**config.mk**
```make
export PLATFORM = sky130hd
export DESIGN_NAME = zl_rs_encoder
export DESIGN_NICKNAME = d
export VERILOG_FILES = /design/src/rtl/zl_rs_encoder_pkg.sv /design/src/rtl/zl_gf256_const_mul.sv /design/src/rtl/zl_rs_encoder.sv
export SDC_FILE = /design/constraint.sdc
export NUM_CORES = 1
export LEC_CHECK = 0
export ABC_CLOCK_PERIOD_IN_PS = 9300
export CORE_MARGIN = 5
export CORE_UTILIZATION = 45
export CTS_BUF_LIST = sky130_fd_sc_hd__clkbuf_8
export CTS_CLUSTER_DIAMETER = 40
export DETAILED_ROUTE_END_ITERATION = 7
export PLACE_DENSITY = 0.58
export SLEW_MARGIN = 5
export SYNTH_ARGS = -nofsm -noshare
export SYNTH_HDL_FRONTEND = slang
export SYNTH_HIERARCHICAL = 1
export SYNTH_SLANG_ARGS = --single-unit
export TNS_END_PERCENT = 30
```
**constraint.sdc**
```tcl
create_clock -name clk -period 9.3 [get_ports clk]
set_input_delay 1.86 -clock clk [delete_from_list [all_inputs] [get_ports clk]]
set_output_delay 1.86 -clock clk [all_outputs]
set_load 0.03 [all_outputs]
```
**src/rtl/zl_rs_encoder_pkg.sv**
```systemverilog
// Shared DVB transport-stream constants and GF(256) helpers for the RS(204,188) path.
package zl_rs_encoder_pkg;

  typedef logic [7:0] byte_t;

  localparam byte_t       SYNC_BYTE     = 8'h47;
  localparam byte_t       SYNC_BYTE_INV = 8'hB8;
  localparam int unsigned RS_DATA_LEN   = 188;
  localparam int unsigned RS_CODE_LEN   = 204;
  localparam int unsigned RS_PARITY_LEN = RS_CODE_LEN - RS_DATA_LEN;

  // Field polynomial x^8+x^4+x^3+x^2+1; the low byte is what folds back on overflow.
  localparam int unsigned GF_POLY     = 32'h0000_011D;
  localparam byte_t       GF_POLY_LOW = 8'(GF_POLY);

  // Generator polynomial coefficients g_0..g_15 (leading x^16 term is implicit).
  localparam byte_t RS_GEN [RS_PARITY_LEN] = '{
    8'd59,  8'd36,  8'd50,  8'd98,  8'd229, 8'd41,  8'd65,  8'd163,
    8'd8,   8'd30,  8'd209, 8'd68,  8'd189, 8'd104, 8'd13,  8'd59
  };

  typedef enum logic {
    ST_DATA   = 1'b0,
    ST_PARITY = 1'b1
  } state_t;

  // Multiply by alpha (x) in GF(256).
  function automatic byte_t gf_xtime(input byte_t b);
    return {b[6:0], 1'b0} ^ (b[7] ? GF_POLY_LOW : 8'h00);
  endfunction

endpackage

```
**src/rtl/zl_gf256_const_mul.sv**
```systemverilog
// Combinational GF(256) multiply of a byte by a fixed constant.
module zl_gf256_const_mul
  import zl_rs_encoder_pkg::*;
#(
  parameter byte_t Coef = 8'h01
) (
  input  logic [7:0] a,
  output logic [7:0] y_c
);

  byte_t acc;
  byte_t term;

  // Shift-and-add over the set bits of the constant; collapses to an XOR network.
  always_comb begin
    acc  = '0;
    term = a;
    for (int k = 0; k < 8; k++) begin
      if (Coef[k]) acc = acc ^ term;
      term = gf_xtime(term);
    end
    y_c = acc;
  end

endmodule

```
**src/rtl/zl_rs_encoder.sv**
```systemverilog
// Systematic RS(204,188,t=8) encoder: passes payload through, then appends 16 parity bytes.
module zl_rs_encoder
  import zl_rs_encoder_pkg::*;
#(
  parameter bit          Sync_check = 1'b1,
  parameter int unsigned Data_len   = RS_DATA_LEN,
  parameter int unsigned Parity_len = RS_PARITY_LEN
) (
  input  logic       clk,
  input  logic       rst_n,
  input  logic       data_in_req,
  output logic       data_in_ack,
  input  logic [7:0] data_in,
  output logic       data_out_req,
  input  logic       data_out_ack,
  output logic [7:0] data_out
);

  localparam int unsigned CNT_W = $clog2((Data_len > Parity_len) ? Data_len : Parity_len);

  state_t           state;
  state_t           state_next;
  logic [CNT_W-1:0] count;
  byte_t            par [Parity_len];
  byte_t            tap [Parity_len];
  byte_t            fb;

  logic out_free;
  logic is_sync;
  logic drop;
  logic accept;
  logic take;
  logic par_shift;
  logic last_data;
  logic last_par;

  // Handshake and event decode shared by the FSM and the datapath.
  assign out_free  = !data_out_req || data_out_ack;
  assign is_sync   = (data_in == SYNC_BYTE) || (data_in == SYNC_BYTE_INV);
  assign drop      = Sync_check && (count == '0) && !is_sync;
  assign accept    = data_in_req && data_in_ack;
  assign take      = accept && !drop;
  assign par_shift = (state == ST_PARITY) && out_free;
  assign last_data = take && (count == CNT_W'(Data_len - 1));
  assign last_par  = par_shift && (count == CNT_W'(Parity_len - 1));
  assign fb        = data_in ^ par[Parity_len-1];

  // One constant multiplier per LFSR tap.
  for (genvar i = 0; i < Parity_len; i++) begin : g_tap
    zl_gf256_const_mul #(.Coef(RS_GEN[i])) u_mul (
      .a   (fb),
      .y_c (tap[i])
    );
  end

  // State register.
  always_ff @(posedge clk or negedge rst_n) begin
    if (!rst_n) state <= ST_DATA;
    else        state <= state_next;
  end

  // Next-state: payload phase ends on the last data byte, parity phase on the last parity byte.
  always_comb begin
    state_next = state;
    case (state)
      ST_DATA:   if (last_data) state_next = ST_PARITY;
      ST_PARITY: if (last_par)  state_next = ST_DATA;
      default:   state_next = ST_DATA;
    endcase
  end

  // Input is only accepted during the payload phase and when the output slot can take it.
  always_comb begin
    data_in_ack = 1'b0;
    case (state)
      ST_DATA:   data_in_ack = out_free;
      ST_PARITY: data_in_ack = 1'b0;
      default:   data_in_ack = 1'b0;
    endcase
  end

  // Output register, byte counter and parity LFSR.
  always_ff @(posedge clk or negedge rst_n) begin
    if (!rst_n) begin
      data_out     <= '0;
      data_out_req <= 1'b0;
      count        <= '0;
      for (int i = 0; i < Parity_len; i++) par[i] <= '0;
    end else if (take) begin
      data_out     <= data_in;
      data_out_req <= 1'b1;
      count        <= last_data ? '0 : count + CNT_W'(1);
      par[0]       <= tap[0];
      for (int i = 1; i < Parity_len; i++) par[i] <= par[i-1] ^ tap[i];
    end else if (par_shift) begin
      data_out     <= par[Parity_len-1];
      data_out_req <= 1'b1;
      count        <= last_par ? '0 : count + CNT_W'(1);
      par[0]       <= '0;
      for (int i = 1; i < Parity_len; i++) par[i] <= par[i-1];
    end else if (out_free) begin
      data_out_req <= 1'b0;
    end
  end

endmodule

```
==> impl_results.md <==
- Status: finished, final reports clean
- Setup violators final: 0
- CTS resizes: 0
- Synthesized flop and latch total: 146
- Fin util: 0.500
- Full die area: 26300 um^2
- Post-synthesis cell area: 10400 um^2
- Total CTS buffers: 17
- H-Tree Level Count: 4
- Hold path start: par[10]$_DFFE_PN0P_
- Largest family of logic cells by synthesized area: XOR/XNOR gates
- Fin. max-slew vios: 0
- Worst R2R End: par[11]$_DFFE_PN0P_
- DR vias: 8015
- Mapped Cells: 1034
- Post-synthesis mux area share: 0
- Post-synth EDFFs: 0
- Grt met1 use: 0.288
- Reg clk slew, reported paths: 0.09 ns
- Fin area: 11300 um^2
- Max Cap Viol: 0
- Largest stage delay, worst path: 0.69 ns
- Skew-Pair Late Insertion Delay: 0.46 ns
- Die Width: 162 um
- Total negative slack: 0 ns
- Mapped Nets: 1048
- Tcrit/Tclk final: 0.584
- Core Region: 22700 um^2
- Routability cong.: 0.762
- Placement row count: 55
- Synth Area in Compound Gates: 0.125
- Hold Path Stages: 1
- Total grt overflow: 0
- Slew Limit Headroom: 0.244
- Starting Density: 0.459
- CP Max Fanout: 10
- CP bufs+invs: 2
- Initial antenna violation count: 0
- CTS tree: yes
- Largest net degree at the start of global routing: 99
- Die Ht: 162 um
- Routed Antenna Nets: 0
- CP startpoint kind: input pin
- YS warnings: 6
- P&R area growth vs syn: 8.95%
- Antenna fix cells: 0
- Number of vias per cell: 6.06
- Async set or reset register ratio after synthesis: 1.00
- Starting DRT DRC Count: 546
- R2R Setup Slk: 5.96 ns
- Post-Place Cell Area: 10900 um^2
- Netlist cell types: 51
- Path type of the worst min-delay path: reg -> reg
- Clock Tree Buf Depth: 2
- Main flop type after synthesis: dfrtp_1
- Most frequent CP cell: clkdlybuf4s50_1
- PortBufs: 21
- Top delay family on crit path: buffers and inverters
- Vias in the first global route: 7831
- Drt first pass iters: 5
- Met2 Track Usage GR: 0.333
- # fillers: 2058
- Met3 usage: 0.0335
- Avg Cell Area, Syn: 10.1 um^2
- Seq/Total Area, Yosys: 0.351
- Worst path slowest cell: clkdlybuf4s50_1
- Worst Skew: 0.0188 ns
- CP Cell Sequence: clkdlybuf4s50_1 > nand2b_1 > nor2b_1 > clkdlybuf4s50_1
- Share of layout cells above drive strength 1: 0.0800
- Routed len/inst: 19.8 um
- GRT Overall Usage: 0.202
- Drt drc: 0
- Clk root buf: clkbuf_8
- Global-route wire length before repair: 43400 um
- Layout Nets: 1038
- Synth Area in XOR/XNOR: 0.285
- Final hold vios: 0
- Busiest grt layer: met2
- Critical path arrival: 3.58 ns
- CTS sink count: 146
- Hold Crit Endpoint: par[2]$_DFFE_PN0P_
- Worst Tran Pin Value: 1.13 ns
- Post-cts hold buffer count: 0
- RSZ-0062 raised after global routing: no
- Final min period: 5.44 ns
- Post-Synth Adder-Cell Area: 0.00240
- Required time of the critical path: 7.44 ns
- Post-DP HPWL: 14400 um
- Synth Area in Simple Gates: 0.199
- Critical path type: in -> out
- Num ports: 22
- Postcts setup bufs: 0
- Max Freq: 184 MHz
- Final WL: 26200 um
- Crit end category: output port
- RR Startpoint: count[5]$_DFFE_PN0P_
- Reg2Reg Depth: 6
[through the flow]
stage	hold slack, ns	cells	worst slack (ns)
2_1_floorplan	0.479	1034	2.94
3_3_place_gp	0.514	1290	3.75
3_5_place_dp	0.511	1290	3.71
4_1_cts	0.521	1322	3.88
5_1_grt	0.550	1322	3.81
6_report	0.515	1322	3.86
[cell type report]
class,instances,area [um^2],area share
inverter,10,37.5,0.00331
clock buffer,18,248,0.0218
multi-input combinational,813,6540,0.576
sequential,146,3650,0.322
tap,285,357,0.0314
clock inverter,14,188,0.0165
timing repair buffer,36,324,0.0286
[routing by layer]
layer | wire length [um] | vias up
met1 | 12500 | 4094
met3 | 898 | 14
met4 | 170 | 0
met2 | 12600 | 139
li1 | - | 3768
met5 | 0 | -
[cells in the mapped netlist, types with 2 or more instances]
| cell | n | area share |
|---|---|---|
| xor2_1 | 55 | 0.046 |
| xor2_2 | 6 | 0.0094 |
| nand3_1 | 10 | 0.0048 |
| nand4_1 | 3 | 0.0018 |
| xnor2_2 | 6 | 0.0094 |
| o21ai_0 | 2 | 0.00096 |
| xor3_4 | 5 | 0.013 |
| ha_1 | 2 | 0.0024 |
| nor2_1 | 127 | 0.046 |
| nor2b_1 | 3 | 0.0018 |
| dfrtp_1 | 146 | 0.35 |
| xor3_1 | 11 | 0.025 |
| buf_4 | 8 | 0.0058 |
| xnor3_1 | 27 | 0.058 |
| xnor2_1 | 124 | 0.10 |
| o32ai_1 | 114 | 0.096 |
| o211ai_1 | 12 | 0.0086 |
| xor3_2 | 4 | 0.0096 |
| nand2b_1 | 3 | 0.0018 |
| nor3_1 | 114 | 0.055 |
| buf_6 | 9 | 0.0097 |
| nand2_1 | 28 | 0.010 |
| xnor3_2 | 2 | 0.0046 |
| buf_2 | 11 | 0.0053 |
| clkbuf_1 | 34 | 0.012 |
| a22o_1 | 8 | 0.0067 |
| and2_1 | 2 | 0.0012 |
| and3_1 | 117 | 0.070 |
| a31oi_1 | 7 | 0.0042 |
| nor3b_1 | 2 | 0.0014 |
| inv_1 | 10 | 0.0036 |
| a21oi_1 | 2 | 0.00096 |
| buf_1 | 2 | 0.00072 |
[worst max-delay path by stage]
stage                       from                  end  cells past startpoint
floorplan             data_in[7]  par[93]$_DFFE_PN0P_                      5
global placement      data_in[1]  par[80]$_DFFE_PN0P_                      7
detailed placement    data_in[1]  par[81]$_DFFE_PN0P_                      7
CTS                 data_out_ack          data_in_ack                      4
global route          data_in[5]  par[81]$_DFFE_PN0P_                      7
finish              data_out_ack          data_in_ack                      4
[sequential cells by signal (all words and copies together), names as in the netlist]
register,count
count,8
data_out,8
data_out_req,1
par,128
state,1
[kinds of logic after synthesis]
| logic type | after synthesis |
|---|---|
| DFF | 146 |
| xor gates and xnor gates | 242 |
| buffers and inverters | 75 |
| and+or+nand+nor | 415 |
| adders and majority gates | 2 |
| AOI/OAI and AO/OA | 154 |
[placed cells by master (no fill, tap or decap), types with 15 or more instances in the layout]
master / count
xnor2_1: 124
xnor3_1: 27
dfrtp_1: 146
and3_1: 117
nand2_1: 27
buf_4: 15
xor2_1: 47
clkbuf_8: 18
o32ai_1: 114
clkdlybuf4s50_1: 20
nor2_1: 127
nor3_1: 114
Power is not shown: default switching activity piles up to over one toggle a cycle in this logic, so the estimate is an artifact.
